[src/rtl/circle_rasterizer.sv]
// Midpoint circle rasterizer. Accepts a centre/radius command and walks
// one octant of the circle with the midpoint error term, mirroring each
// (x,y) step into up to eight outline points or four horizontal fill
// spans. Every emitted point/span is offered on a registered ready/valid
// style output port (out_rts/out_rtr) that holds stable under backpressure.
module circle_rasterizer #(
  parameter int COORD_W = 10,
  parameter int COLOR_W = 12
) (
  input  logic               clk,
  input  logic               rst_,
  input  logic [COORD_W-1:0] x0_in,
  input  logic [COORD_W-1:0] y0_in,
  input  logic [COORD_W-1:0] r_in,
  input  logic [COLOR_W-1:0] color,
  input  logic               mode,
  input  logic [7:0]         octant_mask,
  input  logic               in_rts,
  output logic               in_rtr,
  output logic [COORD_W-1:0] out_xs,
  output logic [COORD_W-1:0] out_xe,
  output logic [COORD_W-1:0] out_y,
  output logic [COLOR_W-1:0] out_color,
  output logic               out_rts,
  input  logic               out_rtr,
  output logic               busy,
  output logic               done
);

  // Error term needs headroom beyond the coordinate width: it swings
  // between roughly -2r and +2r plus the step increments.
  localparam int ERR_W = COORD_W + 3;
  localparam logic signed [ERR_W-1:0] ONE = ERR_W'(1);

  typedef enum logic [1:0] {
    IDLE = 2'd0,
    EMIT = 2'd1,
    STEP = 2'd2
  } state_t;

  state_t state, state_nxt;

  // Latched command and octant walk state
  logic [COORD_W-1:0]      x0, y0, x, y;
  logic [COORD_W-1:0]      x0_nxt, y0_nxt, x_nxt, y_nxt;
  logic signed [ERR_W-1:0] err, err_nxt;
  logic [2:0]              idx, idx_nxt;
  logic                    mode_q, mode_nxt;
  logic [7:0]              mask, mask_nxt;
  logic [COLOR_W-1:0]      color_nxt;

  // Step arithmetic, evaluated in a signed domain wide enough that x-1
  // going below zero (r=0) is seen as negative rather than wrapping.
  logic signed [ERR_W-1:0] x_ext, y_inc, x_dec, x_step;
  logic signed [ERR_W-1:0] err_keep, err_move;
  logic                    err_neg, step_exit;

  // Emission control
  logic       idx_en, advance;
  logic [2:0] last_idx;

  // Mirror one octant sample into the point/span selected by idx.
  // Returns {xs, xe, y}; all sums wrap modulo 2^COORD_W.
  function automatic logic [3*COORD_W-1:0] emit_span(
    input logic [COORD_W-1:0] cx,
    input logic [COORD_W-1:0] cy,
    input logic [COORD_W-1:0] px,
    input logic [COORD_W-1:0] py,
    input logic [2:0]         i,
    input logic               fill
  );
    logic [COORD_W-1:0] sx, ex, ry;
    sx = cx + px;
    ex = cx + px;
    ry = cy + py;
    if (fill) begin
      case (i[1:0])
        2'd0: begin sx = cx - px; ex = cx + px; ry = cy + py; end
        2'd1: begin sx = cx - px; ex = cx + px; ry = cy - py; end
        2'd2: begin sx = cx - py; ex = cx + py; ry = cy + px; end
        default: begin sx = cx - py; ex = cx + py; ry = cy - px; end
      endcase
    end else begin
      case (i)
        3'd0: begin sx = cx + px; ry = cy + py; end
        3'd1: begin sx = cx + py; ry = cy + px; end
        3'd2: begin sx = cx - py; ry = cy + px; end
        3'd3: begin sx = cx - px; ry = cy + py; end
        3'd4: begin sx = cx - px; ry = cy - py; end
        3'd5: begin sx = cx - py; ry = cy - px; end
        3'd6: begin sx = cx + py; ry = cy - px; end
        default: begin sx = cx + px; ry = cy - py; end
      endcase
      ex = sx;
    end
    return {sx, ex, ry};
  endfunction

  // Fill spans are always emitted; outline points obey the mask.
  function automatic logic idx_enabled(
    input logic       fill,
    input logic [7:0] m,
    input logic [2:0] i
  );
    return fill | m[i];
  endfunction

  assign in_rtr = (state == IDLE);
  assign busy   = (state != IDLE);

  assign x_ext     = $signed({3'b000, x});
  assign y_inc     = $signed({3'b000, y}) + ONE;
  assign x_dec     = x_ext - ONE;
  assign err_neg   = err[ERR_W-1];
  assign err_keep  = err + (y_inc <<< 1) + ONE;
  assign err_move  = err + ((y_inc - x_dec) <<< 1) + ONE;
  assign x_step    = err_neg ? x_ext : x_dec;
  assign step_exit = (x_step < y_inc);

  assign idx_en   = idx_enabled(mode_q, mask, idx);
  assign last_idx = mode_q ? 3'd3 : 3'd7;
  // A masked index consumes exactly one cycle; an enabled one waits for
  // the consumer to take it.
  assign advance  = idx_en ? (out_rts && out_rtr) : 1'b1;

  // Next-state, walk-state and completion pulse
  always_comb begin
    state_nxt = state;
    x0_nxt    = x0;
    y0_nxt    = y0;
    x_nxt     = x;
    y_nxt     = y;
    err_nxt   = err;
    idx_nxt   = idx;
    mode_nxt  = mode_q;
    mask_nxt  = mask;
    color_nxt = out_color;
    done      = 1'b0;
    case (state)
      IDLE: begin
        if (in_rts) begin
          x0_nxt    = x0_in;
          y0_nxt    = y0_in;
          mode_nxt  = mode;
          mask_nxt  = octant_mask;
          color_nxt = color;
          x_nxt     = r_in;
          y_nxt     = '0;
          err_nxt   = ONE - $signed({3'b000, r_in});
          idx_nxt   = 3'd0;
          state_nxt = EMIT;
        end
      end
      EMIT: begin
        if (advance) begin
          if (idx == last_idx) begin
            state_nxt = STEP;
          end else begin
            idx_nxt = idx + 3'd1;
          end
        end
      end
      STEP: begin
        y_nxt   = y + COORD_W'(1);
        x_nxt   = err_neg ? x : (x - COORD_W'(1));
        err_nxt = err_neg ? err_keep : err_move;
        idx_nxt = 3'd0;
        if (step_exit) begin
          done      = 1'b1;
          state_nxt = IDLE;
        end else begin
          state_nxt = EMIT;
        end
      end
      default: begin
        state_nxt = IDLE;
      end
    endcase
  end

  // Control registers: FSM state, emission index and output valid
  always_ff @(posedge clk) begin
    if (rst_) begin
      state   <= IDLE;
      idx     <= 3'd0;
      out_rts <= 1'b0;
    end else begin
      state   <= state_nxt;
      idx     <= idx_nxt;
      out_rts <= (state_nxt == EMIT) && idx_enabled(mode_nxt, mask_nxt, idx_nxt);
    end
  end

  // Datapath registers: latched command, walk state and registered outputs
  // computed from the next-cycle walk state so they are valid the same
  // cycle out_rts rises and unchanged while a transfer is stalled.
  always_ff @(posedge clk) begin
    if (rst_) begin
      x0        <= '0;
      y0        <= '0;
      x         <= '0;
      y         <= '0;
      err       <= '0;
      mode_q    <= 1'b0;
      mask      <= '0;
      out_color <= '0;
      out_xs    <= '0;
      out_xe    <= '0;
      out_y     <= '0;
    end else begin
      x0        <= x0_nxt;
      y0        <= y0_nxt;
      x         <= x_nxt;
      y         <= y_nxt;
      err       <= err_nxt;
      mode_q    <= mode_nxt;
      mask      <= mask_nxt;
      out_color <= color_nxt;
      {out_xs, out_xe, out_y} <= emit_span(x0_nxt, y0_nxt, x_nxt, y_nxt, idx_nxt, mode_nxt);
    end
  end

endmodule

[config.mk]
export PLATFORM = sky130hd
export DESIGN_NAME = circle_rasterizer
export DESIGN_NICKNAME = d
export VERILOG_FILES = /design/src/rtl/circle_rasterizer.sv
export SDC_FILE = /design/constraint.sdc
export NUM_CORES = 1
export LEC_CHECK = 0
export ABC_AREA = 1
export CORE_ASPECT_RATIO = 0.5
export CORE_UTILIZATION = 40
export DETAILED_ROUTE_END_ITERATION = 10
export SYNTH_ARGS = -nofsm -noshare
export SYNTH_HDL_FRONTEND = slang
export SYNTH_SLANG_ARGS = --single-unit
[constraint.sdc]
create_clock -name clk -period 8.98 [get_ports clk]
set_input_delay 0.898 -clock clk [delete_from_list [all_inputs] [get_ports clk]]
set_output_delay 0.898 -clock clk [all_outputs]
set_load 0.02 [all_outputs]
==> out/metrics.csv <==
metric,value,unit
status,"complete, but fails checks",
violations,DRC,
slew_headroom,46.4,%
ys_types,58,
place.detailed.hpwl,30.0,mm
grt-ovfl-total,0,
p_leak,6.22,nW
antenna_found_initial,0,
firstDrtPassIters,10,
yosysTopAreaCell,dfxtp_1,
final-setup-viol-count,0,
ys_warn_count,0,
nFillCells,2957,
io_buffers,100,
routedWlPerCell,17.1,µm
fmax,193,MHz
required,9230,ps
fin_setup_tns,0,ps
crit_arrival,5440,ps
synth-seq-cells,109,
syn_area_per_cell,6.47,µm²
grt_pass1_vias,10500,
clock_path_buffers,2,
track_usage,26.4,%
synthAdderAreaFrac,15.3,%
cp_cell_sequence,"clkdlybuf4s50_1, nand2_2, buf_4, inv_2, buf_4, nand2_1, o211ai_1, ha_1, fa_1, o31ai_1, a21oi_1, o21ai_0, xor2_1, a21oi_1, o21ai_1, a21oi_1",
synth.area.top_cells,"dfxtp_1 19%, ha_1 13%, nand2_1 12%, inv_1 8.0%, a21oi_1 6.4%",
fin_ws,3790,ps
synthMuxAreaShare,0.187,%
p_switching,0.000932,W
maxCapViolations,0,
synth_edf_count,0,
vias,11400,
vdd_drop_max,0.106,mV
synth_compound_area_share,18.6,%
synth.net_count,1941,
cpMostUsedCell,a21oi_1,
slowest_delay,490,ps
drv_slew,0,
swShare,45.5,%
grt_pass1_wl,58.8,mm
place_congestion,0.975,
insertion_delay,400,ps
cts_resized,0,
area_growth,13.8,%
netlist_instances,1754,
yosys.area_share.xor_xnor,6.79,%
clock-sinks,109,
fin_skew,18.0,ps
hold_class,reg2reg,
fin_nets,2002,
io_pins,101,
cts_max_level,3,
layout_common_cells,"367 x nand2_1, 243 x inv_1, 175 x nor2_1, 145 x a21oi_1, 121 x ha_1",
drc,2,
startpoint_type,primary input,
die_h,121,µm
yosysTopAreaCellShare,19.2,%
mostFrequentLayoutCell,nand2_1,
timing.final.crit_period,5190,ps
slowest_stage,buf_4,
whs,485,ps
clk_pin_slew,90,ps
clockRootBuffer,clkbuf_16,
avgViaCountPerCell,5.19,
cts_buffers,9,
critPathTopFamily,buffers and inverters,
drive_gt1_share,5.82,%
ant_nets,0,
fin_area,12900,µm²
pre_cts_slack,3490,ps
cp-end-kind,flop,
cts_tree,done,
period_share,57.8,%
setup.worst_path.start,in_rts,
p_seq_share,27.5,%
crit_path_max_fanout,53,
coreArea,27800,µm²
antenna_cells,0,
rsz0062_at_grt,no,
die_area,29100,µm²
powerDensity,159,nW/µm²
ys_seq_area_share,19.2,%
postCtsHoldBufs,0,
synth_simple_gate_area_share,29.1,%
ys_async_sr_fraction,0,%
synth_ff_type,dfxtp_1,
comb_power_share,51.5,%
synth.cell_area,11400,µm²
rows,43,
placed_area,12600,µm²
clock_power_share,21.0,%
grt_max_degree,54,
initial_core_util,40.8,%
routed_wl,37.6,mm
internal-power,0.00112,W
hp-start,out_color[2]$_SDFFE_PP0P_,
cp_num_buf_inv,4,
synth_top_family_by_area,simple AND/OR/NAND/NOR gates,
r2r_start,state[1]$_SDFF_PP0_,
tightest_slew,802,ps
cts_setup_buffers,0,
finalHoldViolCount,0,
die_w,240,µm
path_class,in2reg,
drt_iter0_markers,997,
[routing by layer]
| metal | GRT usage [%] | up-vias | part of all wire [%] |
|---|---|---|---|
| li1 | - | 5838 | - |
| met1 | 39.6 | 5221 | 50 |
| met2 | 38.7 | 349 | 41 |
| met3 | 5.44 | 20 | 7.8 |
| met4 | 4.42 | 0 | 0.85 |
| met5 | 0 | - | 0 |
[Yosys cell counts, drive strengths merged, types with 2 or more instances]
| cell | count |
|---|---|
| nand3b | 6 |
| o311ai | 3 |
| a21o | 7 |
| o2111ai | 2 |
| o21bai | 11 |
| a21oi | 146 |
| nand4 | 22 |
| xor2 | 68 |
| o22ai | 4 |
| o21ai | 130 |
| dfxtp | 109 |
| a31oi | 13 |
| nand3 | 91 |
| nand2 | 384 |
| clkinv | 4 |
| a221oi | 4 |
| o31ai | 7 |
| nor3 | 18 |
| nor2 | 183 |
| nor4 | 4 |
| fa | 11 |
| o221ai | 2 |
| o211ai | 34 |
| xnor2 | 20 |
| inv | 254 |
| ha | 121 |
| buf | 13 |
| or2 | 28 |
| clkbuf | 44 |
[area by class of cell]
| cell class | count | area [µm²] | share of cell area (%) |
|---|---|---|---|
| clock buffer | 9 | 225 | 1.74 |
| clock inverter | 7 | 81.3 | 0.629 |
| inverter | 258 | 968 | 7.49 |
| multi-input combinational | 1330 | 7940 | 61.4 |
| sequential | 109 | 2180 | 16.9 |
| tap | 382 | 478 | 3.70 |
| timing repair buffer | 107 | 1050 | 8.11 |
[sequential cells by signal, indices dropped and copies added (netlist names)]
signal,flops
x,10
out_y,10
y,10
y0,10
out_xs,10
out_rts,1
err,13
state,2
x0,10
mode_q,1
out_xe,9
mask,8
idx,3
out_color,12
[stage by stage]
| step | total power (W) | cells | util (%) |
|---|---|---|---|
| floorplan | 0.00129 | 1754 | - |
| global placement | 0.00162 | 2186 | 45.4 |
| detailed placement | 0.00161 | 2186 | 45.4 |
| CTS | 0.00205 | 2202 | 46.5 |
| global route | 0.00219 | 2202 | 46.5 |
| finish | 0.00205 | 2202 | 46.5 |
[final timing paths]
path              depth (start not counted)                   endpoint  slack (ps)
hold reg to reg                           2  out_color[2]$_SDFFE_PP0P_         490
hold / removal                            2  out_color[2]$_SDFFE_PP0P_         490
setup / recovery                         16        out_y[6]$_SDFF_PP0_        3790
setup reg to reg                         20        out_y[6]$_SDFF_PP0_        4190
[power groups by stage]
stage          Sequential (W)  Clock, W  Combinational [W]
2_1_floorplan        0.000613         0           0.000681
3_3_place_gp         0.000576         0            0.00104
3_5_place_dp         0.000576         0            0.00104
4_1_cts              0.000565  0.000442            0.00104
5_1_grt              0.000571  0.000460            0.00116
6_report             0.000564  0.000430            0.00106
[worst min-delay path: stages, from the launching register on]
cell and delay, ps:
dfxtp_1 330, nor2_1 40, nor2_1 80
[cells by family after synthesis]
logic type	after synthesis
adder cells (fa/ha/maj)	132
XOR/XNOR	88
flip-flops	109
buffers and inverters	315
multiplexers	2
AND/OR/NAND/NOR	737
AO/OA/AOI/OAI	371
(Power assumes the default switching activity.)
